### src/rtl/aes_round_ctrl_if.sv
// Plaintext-side and ciphertext-side valid/ready handshake bundle for
// aes_round_ctrl.
//   in_valid/in_ready/in_pt/in_key    : block + key offered to the controller
//   out_valid/out_ready/out_ct        : ciphertext returned to the consumer
// slave  : the controller's view; master : the producer/consumer's view.
interface aes_round_ctrl_if #(parameter int DW = 128);
  logic          in_valid;
  logic          in_ready;
  logic [0:DW-1] in_pt;
  logic [0:DW-1] in_key;
  logic          out_valid;
  logic          out_ready;
  logic [0:DW-1] out_ct;

  modport slave  (input  in_valid, in_pt, in_key, out_ready,
                  output in_ready, out_valid, out_ct);
  modport master (output in_valid, in_pt, in_key, out_ready,
                  input  in_ready, out_valid, out_ct);
endinterface

### src/rtl/aes_round_ctrl.sv
// Iterative AES-128 encryption sequencer. Holds the cipher state and the
// running round key, and steps one round per clock through an external
// combinational round datapath and an external key-expansion step.
// Ports:
//   clk, rst_n            : clock (rising edge), async active-low reset
//   bus (slave)           : in_* plaintext/key handshake, out_* ciphertext
//   busy, round_o         : block in flight, current round (0 when idle)
//   dp_state/dp_key/dp_final -> round datapath, dp_result <- its output
//   ks_key/ks_rcon        -> key expansion,    ks_next   <- its output
module aes_round_ctrl #(
  parameter int NR = 10,
  parameter int DW = 128
) (
  input  logic             clk,
  input  logic             rst_n,
  aes_round_ctrl_if.slave  bus,
  output logic             busy,
  output logic [3:0]       round_o,
  output logic [0:DW-1]    dp_state,
  output logic [0:DW-1]    dp_key,
  output logic             dp_final,
  input  logic [0:DW-1]    dp_result,
  output logic [0:DW-1]    ks_key,
  output logic [7:0]       ks_rcon,
  input  logic [0:DW-1]    ks_next
);

  typedef enum logic [1:0] {IDLE, ROUND, FINAL, DONE} st_t;

  localparam logic [3:0] LAST_FULL = 4'(NR - 1);

  st_t           st, st_nxt;
  logic [0:DW-1] state_reg, key_reg;
  logic [3:0]    round;

  function automatic logic [7:0] rcon(input logic [3:0] r);
    case (r)
      4'd1:    return 8'h01;
      4'd2:    return 8'h02;
      4'd3:    return 8'h04;
      4'd4:    return 8'h08;
      4'd5:    return 8'h10;
      4'd6:    return 8'h20;
      4'd7:    return 8'h40;
      4'd8:    return 8'h80;
      4'd9:    return 8'h1b;
      4'd10:   return 8'h36;
      default: return 8'h00;
    endcase
  endfunction

  always_ff @(posedge clk or negedge rst_n) begin
    if (!rst_n) st <= IDLE;
    else        st <= st_nxt;
  end

  always_comb begin
    st_nxt = st;
    case (st)
      IDLE:    if (bus.in_valid)   st_nxt = ROUND;
      ROUND:   if (round == LAST_FULL) st_nxt = FINAL;
      FINAL:   st_nxt = DONE;
      DONE:    if (bus.out_ready)  st_nxt = IDLE;
      default: st_nxt = IDLE;
    endcase
  end

  // Initial AddRoundKey is folded into the accept edge, so the datapath
  // only ever sees rounds 1..NR.
  always_ff @(posedge clk or negedge rst_n) begin
    if (!rst_n) begin
      state_reg <= '0;
      key_reg   <= '0;
      round     <= '0;
    end else begin
      case (st)
        IDLE: if (bus.in_valid) begin
          state_reg <= bus.in_pt ^ bus.in_key;
          key_reg   <= bus.in_key;
          round     <= 4'd1;
        end
        ROUND: begin
          state_reg <= dp_result;
          key_reg   <= ks_next;
          round     <= round + 4'd1;
        end
        FINAL: begin
          state_reg <= dp_result;
          key_reg   <= ks_next;
          round     <= 4'd0;
        end
        default: ;
      endcase
    end
  end

  wire running = (st == ROUND) || (st == FINAL);

  assign bus.in_ready  = (st == IDLE);
  assign bus.out_valid = (st == DONE);
  // state_reg only moves while running, so it is already stable in DONE.
  assign bus.out_ct    = state_reg;
  assign busy          = (st != IDLE);
  assign round_o       = round;
  assign dp_state      = state_reg;
  assign dp_key        = ks_next;
  assign dp_final      = (st == FINAL);
  assign ks_key        = key_reg;
  assign ks_rcon       = running ? rcon(round) : 8'h00;

endmodule

### src/flat_wrapper.sv
// flat-port wrapper written by rule: the top's interface ports become plain ports
module aes_round_ctrl_flat 
#(
  parameter int NR = 10,
  parameter int DW = 128
)
  (clk, rst_n, busy, round_o, dp_state, dp_key, dp_final, dp_result, ks_key, ks_rcon, ks_next, bus_in_valid, bus_in_pt, bus_in_key, bus_out_ready, bus_in_ready, bus_out_valid, bus_out_ct);
  aes_round_ctrl_if #(.DW(DW)) bus_i ();
  input  logic clk;
  input  logic rst_n;
  output logic busy;
  output logic [3:0] round_o;
  output logic [0:DW-1] dp_state;
  output logic [0:DW-1] dp_key;
  output logic dp_final;
  input  logic [0:DW-1] dp_result;
  output logic [0:DW-1] ks_key;
  output logic [7:0] ks_rcon;
  input  logic [0:DW-1] ks_next;
  input wire logic [$bits(bus_i.in_valid)-1:0] bus_in_valid;
  input wire logic [$bits(bus_i.in_pt)-1:0] bus_in_pt;
  input wire logic [$bits(bus_i.in_key)-1:0] bus_in_key;
  input wire logic [$bits(bus_i.out_ready)-1:0] bus_out_ready;
  output wire logic [$bits(bus_i.in_ready)-1:0] bus_in_ready;
  output wire logic [$bits(bus_i.out_valid)-1:0] bus_out_valid;
  output wire logic [$bits(bus_i.out_ct)-1:0] bus_out_ct;
  assign bus_i.in_valid = bus_in_valid;
  assign bus_i.in_pt = bus_in_pt;
  assign bus_i.in_key = bus_in_key;
  assign bus_i.out_ready = bus_out_ready;
  assign bus_in_ready = bus_i.in_ready;
  assign bus_out_valid = bus_i.out_valid;
  assign bus_out_ct = bus_i.out_ct;
  aes_round_ctrl #(.NR(NR), .DW(DW)) u_core (.clk(clk), .rst_n(rst_n), .bus(bus_i), .busy(busy), .round_o(round_o), .dp_state(dp_state), .dp_key(dp_key), .dp_final(dp_final), .dp_result(dp_result), .ks_key(ks_key), .ks_rcon(ks_rcon), .ks_next(ks_next));
endmodule
### config.mk
export PLATFORM = sky130hd
export DESIGN_NAME = aes_round_ctrl_flat
export DESIGN_NICKNAME = d
export VERILOG_FILES = /design/src/rtl/aes_round_ctrl_if.sv /design/src/rtl/aes_round_ctrl.sv /design/src/flat_wrapper.sv
export SDC_FILE = /design/constraint.sdc
export NUM_CORES = 1
export LEC_CHECK = 0
export BUFFER_PORTS_ARGS = -buffer_cell sky130_fd_sc_hd__buf_2
export CAP_MARGIN = 20
export CORE_AREA = 2 2 409 411
export CTS_CLUSTER_DIAMETER = 100
export DETAILED_ROUTE_END_ITERATION = 10
export DIE_AREA = 0 0 411 413
export PLACE_DENSITY = 0.3
export SLEW_MARGIN = 20
export SYNTH_ARGS = -nofsm -noshare
export SYNTH_HDL_FRONTEND = slang
export SYNTH_SLANG_ARGS = --single-unit
### constraint.sdc
create_clock -name clk -period 5.4 [get_ports clk]
set_input_delay 1.08 -clock clk [delete_from_list [all_inputs] [get_ports clk]]
set_output_delay 1.08 -clock clk [all_outputs]
set_load 0.05 [all_outputs]
Word-level counts from Yosys, hierarchy flattened
Memories as Yosys holds them, arrays and structs flattened.
Index checks and enable logic that the tools add are counted.
- memories: 1
- bits in read-only memories: 128
- flip-flop bits (word level): 262
- memory list (memory ; depth ; width ; rd ports ; clocked after memory_dff ; write ports ; RTL line ; RTL):
    (no name shown) ; 16 ; 8 ; 1 ; 0 ; 0 ; aes_round_ctrl.sv:37 ; case (r)
- eq/ne operators: 7
- bitwise gates (word level): 1
- reduce and logical (&&, ||, !) cells: 9
- mux-type cells: 11
- add/sub/neg operators: 1
- operators with widths (cell ; number):
    128-bit case mux with 2 select lines ; 2
    128-bit two-way mux ; 2
    128-bit bitwise XOR ; 1
    4-bit case mux with 3 select lines ; 1
    8-bit two-way mux ; 1
    2-bit case mux with 4 select lines ; 1
    2-bit two-way mux ; 3
    4-bit by 1-bit adder with 4-bit output, second input constant ; 1
    2-bit equality test, second input constant ; 2
    4-bit equality test, second input constant ; 1
    4-bit two-way mux ; 1
    2-bit != test, second input constant ; 2
    2-bit AND reduction ; 2
    2-bit nonzero test ; 2
    3-bit AND reduction ; 1
    3-bit nonzero test ; 1
    2-bit by 1-bit equality test with 1-bit output, second input constant ; 1
    2-bit zero test ; 1
    2-bit by 1-bit != test with 1-bit output, second input constant ; 1
    2-bit OR reduction ; 1
    1-bit logical OR ; 1

Logic depth before layout (Yosys ltp)
Gate-level depths: netlist (run 1).
- word-level depth: 4
- depth in mapped cells: 10

Worst setup path after synthesis (run 1)
OpenSTA, ideal clock, no wires.
- kind: flip-flop to output port
- start: reg u_core.st[0]
- end: out ks_rcon[2]
- cell stages (with the launch flop): 7
- buffers on the path: 3
- slack: 2267 ps
- data arrival time: 2053 ps
- data required time: 4320 ps
- path through: dfrtp_1 inv_1 ha_1 buf_2 buf_2 buf_1 nor2b_1
- longest elaborated chain between the ends: 3
- elaborated cells between the ends (all ways): 4
- ends and longest elaborated chain (element ; RTL line ; RTL):
    from (decl) ; aes_round_ctrl.sv:32 ; st_t st, st_nxt;
    from (signal assigned) ; aes_round_ctrl.sv:54 ; else st <= st_nxt;
    2-bit by 1-bit equality test with 1-bit output or 2-bit equality test (tied branches) ; aes_round_ctrl.sv:97 ; wire running = (st == ROUND) || (st == FINAL);
    1-bit logical OR * ; aes_round_ctrl.sv:97 ;
    8-bit two-way mux * ; aes_round_ctrl.sv:109 ; assign ks_rcon = running ? rcon(round) : 8'h00;
    to (decl) ; flat_wrapper.sv:18 ; output logic [7:0] ks_rcon;
Every way passes the cells marked *; elsewhere a longest branch is shown, timed or not.

Worst setup path after layout (run 1)
- start: reg u_core.st[1]
- end: out ks_rcon[5]
Same word-level chain as after synthesis.

==> results_dict.tcl, run 1 <==
set metrics [dict create \
    regArea_sq_um 6560 \
    ys_seq_area_share_pct 42.7 \
    drv_cap 0 \
    antenna_found_initial 33 \
    final.min_clock_period_ps 3370 \
    synth-xor-area-share_pct 7.30 \
    numCtsBuffers 39 \
    final_hold_viol_count 0 \
    slew_headroom_pct 41.5 \
    vias 13400 \
    tightest_slew_ps 877 \
    rsz0062_at_grt "false" \
    outcome "finished, final reports clean" \
    start_util_pct 9.26 \
    grt_overflow 0 \
    post_cts_resized 0 \
    synthAdderAreaFrac_pct 0.896 \
    root_buffer "clkbuf_16" \
    routedWlPerCell_um 18.4 \
    yosysMostFrequentCell "dfrtp_1" \
    vias_per_cell 2.94 \
    finalCritPeriodShare_pct 62.4 \
    drv_slew 0 \
    dp_hpwl_um 70100 \
    startpoint "u_core.st[1]" \
    worstSetupEndpoint "ks_rcon[5]" \
    muxShareOfSynthArea_pct 17.2 \
    yosysTopAreaCell "dfrtp_1" \
    worstSetupStartpointType "register" \
    rows 150 \
    setup_viol 0 \
    avgSynthCellArea_sq_um 9.90 \
    fmax_mhz 297 \
    post-cts-setup-buffers 0 \
    ant_nets 0 \
    io_pins 1044 \
    r2r_slack_ps 2540 \
    cts_sinks 262 \
    final.setup.tns_ps 0 \
    synth_common_cells "dfrtp_1, mux2i_1, nand2_1, buf_4, o21ai_1" \
    synthTopCellsByArea "dfrtp_1, mux2i_1, buf_4, xor2_1, nand2_1" \
    multi_input_area_sq_um 6340 \
    globalRouteTotalUtil_pct 9.31 \
    synthToLayoutAreaGrowth_pct 46.3 \
    dr.pass1.iters 5 \
    cts_tree "yes" \
    cp_data_required_time_ps 4320 \
    synth_fp_nets 2079 \
    reg2reg_from "u_core.st[1]" \
    hold_path.class "input pin to asynchronous set/reset pin" \
    die_h_um 413 \
    numPortBuffers 1043 \
    yosysWarnings 0 \
    clk_latency_ps 570 \
    r2r_cells 6 \
    ys_ff_latch 262 \
    clkTransAtPathRegs_ps 60 \
    synthCells 1552 \
    ys.flop_type "dfrtp_1" \
    fillCellCount 19100 \
    path_class "register to primary output" \
    drt_iter0_markers 617 \
    r2r-end "u_core.ks_key[93]" \
    coreArea_sq_um 166000 \
    layout.nets 2842 \
    totalWireLength_um 83800 \
    grt_max_degree 163 \
    grt_pass1_vias 13400 \
    dieArea_sq_um 170000 \
    synth-compound-area-share_pct 8.80 \
    worst_ep_arrival_time_ps 2290 \
    synthArstFlopShare_pct 100 \
    cts_hold_buffers 0 \
    cts-htree-levels 2 \
    dieWidth_um 411 \
    synth.distinct_cells 29 \
    cts_buffer_depth 3 \
    yosys.area_share.simple_pct 6.94 \
    drive_gt1_share_pct 48.1 \
    synth_top_area_share_pct 42.7 \
    synth_top_family_by_area "multiplexers" \
    place_congestion 0.914 \
    endpoint_kind "primary output" \
    grt_pass1_wl_um 110000 \
    synth_edf_count 0 \
    drc 0 \
    finClkSkew_ps 19.1 \
    syn-cell-area_sq_um 15400 \
    cp_max_fo 32 \
]
## worst min path at each step
| stage | start | to | slack, ps | cells past startpoint |
|---|---|---|---|---|
| floorplan | u_core.st[1] | u_core.st[1] | 530 | 1 |
| global placement | u_core.ks_key[33] | u_core.ks_key[33] | 460 | 2 |
| detailed placement | u_core.ks_key[19] | u_core.ks_key[19] | 470 | 2 |
| CTS | rst_n | u_core.round_o[2] | 450 | 1 |
| global route | rst_n | u_core.round_o[2] | 470 | 1 |
| finish | rst_n | u_core.round_o[2] | 470 | 1 |
## per-layer routing
metal / up-vias / track usage, % / routed length (um)
met3: 107 / 2.78 / 6790
met1: 6243 / 11.4 / 34300
met4: 4 / 3.09 / 2550
met5: - / 0 / 27
met2: 579 / 15.5 / 40100
li1: 6472 / - / -
## worst max-delay path, cell delays in order (launching register included)
cell	delay, ps
dfrtp_1	390
inv_1	100
ha_4	690
o211a_1	270
buf_2	260
## cells in the final DEF (no fill, tap or decap), types with 2 or more instances in the layout
| cell type | netlist | layout |
|---|---|---|
| ha_1 | 11 | 10 |
| nand3_1 | 2 | 2 |
| bufinv_16 | 0 | 2 |
| xor2_1 | 128 | 128 |
| and3_1 | 3 | 3 |
| a22oi_1 | 2 | 2 |
| inv_1 | 7 | 7 |
| mux2_2 | 3 | 3 |
| diode_2 | 0 | 9 |
| clkbuf_16 | 0 | 41 |
| buf_12 | 0 | 9 |
| nor2b_1 | 7 | 7 |
| clkbuf_8 | 0 | 8 |
| clkbuf_1 | 25 | 9 |
| nor2_1 | 2 | 2 |
| o21ai_1 | 180 | 180 |
| buf_2 | 38 | 1042 |
| nand2_1 | 257 | 257 |
| o21ai_0 | 77 | 77 |
| dfrtp_1 | 262 | 262 |
| clkinv_2 | 0 | 5 |
| mux2i_1 | 259 | 259 |
| buf_4 | 256 | 12 |
## kinds of logic after synthesis
logic type	after synthesis
buffers and inverters	349
muxes	263
DFF	262
AOI/OAI and AO/OA	265
adders and majority gates	11
and+or+nand+nor	274
xor gates and xnor gates	128
## flip-flops by register name, indices dropped and copies added (netlist names)
register           flops
u_core.bus.out_ct    128
u_core.ks_key        128
u_core.round_o         4
u_core.st              2
## stage by stage
| step | util, % | setup slack (ps) | hold slack, ps | cell area (sq um) | std cells |
|---|---|---|---|---|---|
| 6_report | 13.5 | 2030 | 471 | 22500 | 4554 |
| 4_1_cts | 13.5 | 1940 | 450 | 22500 | 4545 |
| 3_3_place_gp | 12.8 | 2560 | 459 | 21200 | 4478 |
| 5_1_grt | 13.5 | 1920 | 473 | 22500 | 4547 |
| 2_1_floorplan | - | 2270 | 534 | 15400 | 1552 |
| 3_5_place_dp | 12.8 | 2540 | 466 | 21200 | 4478 |
## layout make-up
class / count / area share [%]
Inverter: 7 / 0.117
Sequential cell: 262 / 29.2
Multi-Input combinational cell: 941 / 28.2
Antenna cell: 9 / 0.100
Clock inverter: 9 / 0.451
Clock buffer: 58 / 5.21
Timing Repair Buffer: 1064 / 24.5
Tap cell: 2204 / 12.3
Power of run 1 is left out: the tool's default activity adds up to more than one toggle a clock period on the data nets, which glitch-free logic cannot reach.
==> run 2: changes to the inputs <==
--- a/config.mk
+++ b/config.mk
@@ -7,10 +7,10 @@
 export LEC_CHECK = 0
 export BUFFER_PORTS_ARGS = -buffer_cell sky130_fd_sc_hd__buf_2
 export CAP_MARGIN = 20
-export CORE_AREA = 2 2 409 411
+export CORE_AREA = 2 2 411 413
 export CTS_CLUSTER_DIAMETER = 100
 export DETAILED_ROUTE_END_ITERATION = 10
-export DIE_AREA = 0 0 411 413
+export DIE_AREA = 0 0 413 415
 export PLACE_DENSITY = 0.3
 export SLEW_MARGIN = 20
 export SYNTH_ARGS = -nofsm -noshare
==> constraint.sdc (replaced) <==
create_clock -name clk -period 3.1 [get_ports clk]
set_input_delay 0.62 -clock clk [delete_from_list [all_inputs] [get_ports clk]]
set_output_delay 0.62 -clock clk [all_outputs]
set_load 0.05 [all_outputs]
==> run 2 against run 1 <==
Compared with the run above: critical path depth rose by 1; worst setup slack got worse by 1800 ps; clock-buffer cell count fell by 7; routed wire length rose by 3.5%; register-to-register slack got worse by 1700 ps; core utilization rose by 0.12 points; first-iteration DRC count fell by 14%; flip-flop and latch count did not move; final area rose by 1.3%; die area rose by 0.97%; critical endpoint is now ks_rcon[1].
==> results_dict.tcl, run 2 (same netlist as run 1, synthesis figures left out) <==
set metrics [dict create \
    endpoint_kind "primary output" \
    rsz0062_at_grt "false" \
    root_buffer "clkbuf_16" \
    dr.pass1.iters 4 \
    slew_headroom_pct 53.0 \
    synthToLayoutAreaGrowth_pct 48.2 \
    antenna_found_initial 28 \
    grt_max_degree 100 \
    finClkSkew_ps 15.0 \
    totalWireLength_um 86700 \
    grt_pass1_wl_um 116000 \
    final_hold_viol_count 0 \
    path_class "register to primary output" \
    setup_viol 0 \
    worstSetupStartpointType "register" \
    hold_path.class "input pin to register" \
    dieArea_sq_um 171000 \
    clk_latency_ps 580 \
    dieWidth_um 413 \
    routedWlPerCell_um 18.9 \
    layout.nets 2880 \
    cp_max_fo 7 \
    grt_overflow 0 \
    drv_slew 0 \
    globalRouteTotalUtil_pct 9.64 \
    vias 13600 \
    finalCritPeriodShare_pct 91.6 \
    dp_hpwl_um 73800 \
    tightest_slew_ps 705 \
    final_cell_mix "buf_2, dfrtp_1, mux2i_1" \
    io_pins 1044 \
    place_congestion 0.872 \
    cts_buffer_depth 3 \
    regArea_sq_um 6560 \
    outcome "finished, final reports clean" \
    coreArea_sq_um 167000 \
    clkTransAtPathRegs_ps 50 \
    ant_nets 0 \
    critical-path-slowest-cell "dfrtp_1" \
    drv_cap 0 \
    cts-htree-levels 2 \
    path_cells "inv_1, ha_1, mux2_2, and3_1, buf_2" \
    multi_input_area_sq_um 6340 \
    path_delay_family "flip-flops" \
    final.setup.tns_ps 0 \
    start_util_pct 9.22 \
    layout_commonest_cell "buf_2" \
    rows 150 \
    cts_sinks 262 \
    worst_ep_arrival_time_ps 2220 \
    drc 0 \
    cp_data_required_time_ps 2480 \
    cts_tree "yes" \
    cpPeakStageDelay_ps 500 \
    fmax_mhz 352 \
    drive_gt1_share_pct 49.0 \
    numPortBuffers 1043 \
    final.min_clock_period_ps 2840 \
    path_buf_inv 2 \
    fillCellCount 19200 \
    numCtsBuffers 40 \
    drt_iter0_markers 530 \
    die_h_um 415 \
    vias_per_cell 2.96 \
    grt_pass1_vias 14100 \
    post_cts_resized 0 \
]
## run 2: path summary, 6_finish.rpt
| path | slack, ps | from | cells after the start | endpoint |
|---|---|---|---|---|
| max in group asynchronous | 1620 | rst_n | 4 | u_core.ks_key[94] |
| min in group asynchronous | 490 | rst_n | 2 | u_core.round_o[2] |
| min reg2reg | 470 | u_core.ks_key[6] | 2 | u_core.ks_key[6] |
| max reg2reg | 840 | u_core.st[1] | 6 | u_core.ks_key[32] |
| min | 310 | dp_result[89] | 3 | u_core.bus.out_ct[89] |
| max | 260 | u_core.round_o[0] | 5 | ks_rcon[1] |
## run 2: final cells by class
| type | instances | share of cell area, % |
|---|---|---|
| Sequential cell | 262 | 28.8 |
| Multi-Input combinational cell | 941 | 27.8 |
| Timing Repair Buffer | 1101 | 25.5 |
| Tap cell | 2204 | 12.1 |
| Clock buffer | 51 | 4.89 |
| Clock inverter | 14 | 0.703 |
| Inverter | 7 | 0.115 |
| Antenna cell | 6 | 0.0659 |
## run 2: worst reg2reg max path, cell delays in order, from the launching register on
cell and delay (ps):
dfrtp_1 400, inv_1 100, ha_4 560, buf_12 300
buf_12 340, mux2i_1 300, o21ai_0 110
## run 2: per-stage QoR
step / utilization, % / hold slack [ps] / setup WS (ps) / cells / cell area, sq um
after floorplan: - / 324 / 427 / 1552 / 15400
after global routing: 13.7 / 271 / 145 / 4580 / 22800
after global placement: 12.9 / 463 / 826 / 4514 / 21500
final: 13.7 / 311 / 259 / 4586 / 22800
after detailed placement: 12.9 / 466 / 829 / 4514 / 21500
after CTS: 13.7 / 232 / 195 / 4580 / 22800
## run 2: layer usage
layer	up-vias	share of wire, %	global-route usage (%)
li1	6551	-	-
met1	6340	40	11.4
met2	565	50	17.0
met3	115	6.6	2.11
met4	12	3.2	3.23
met5	-	0.083	0
## run 2: timing repair
item,4_1_cts,5_1_grt
hold endpoints to repair,23,0
hold buffers,1,0
setup buffers,0,0
Power of run 2 is left out for the same reason.
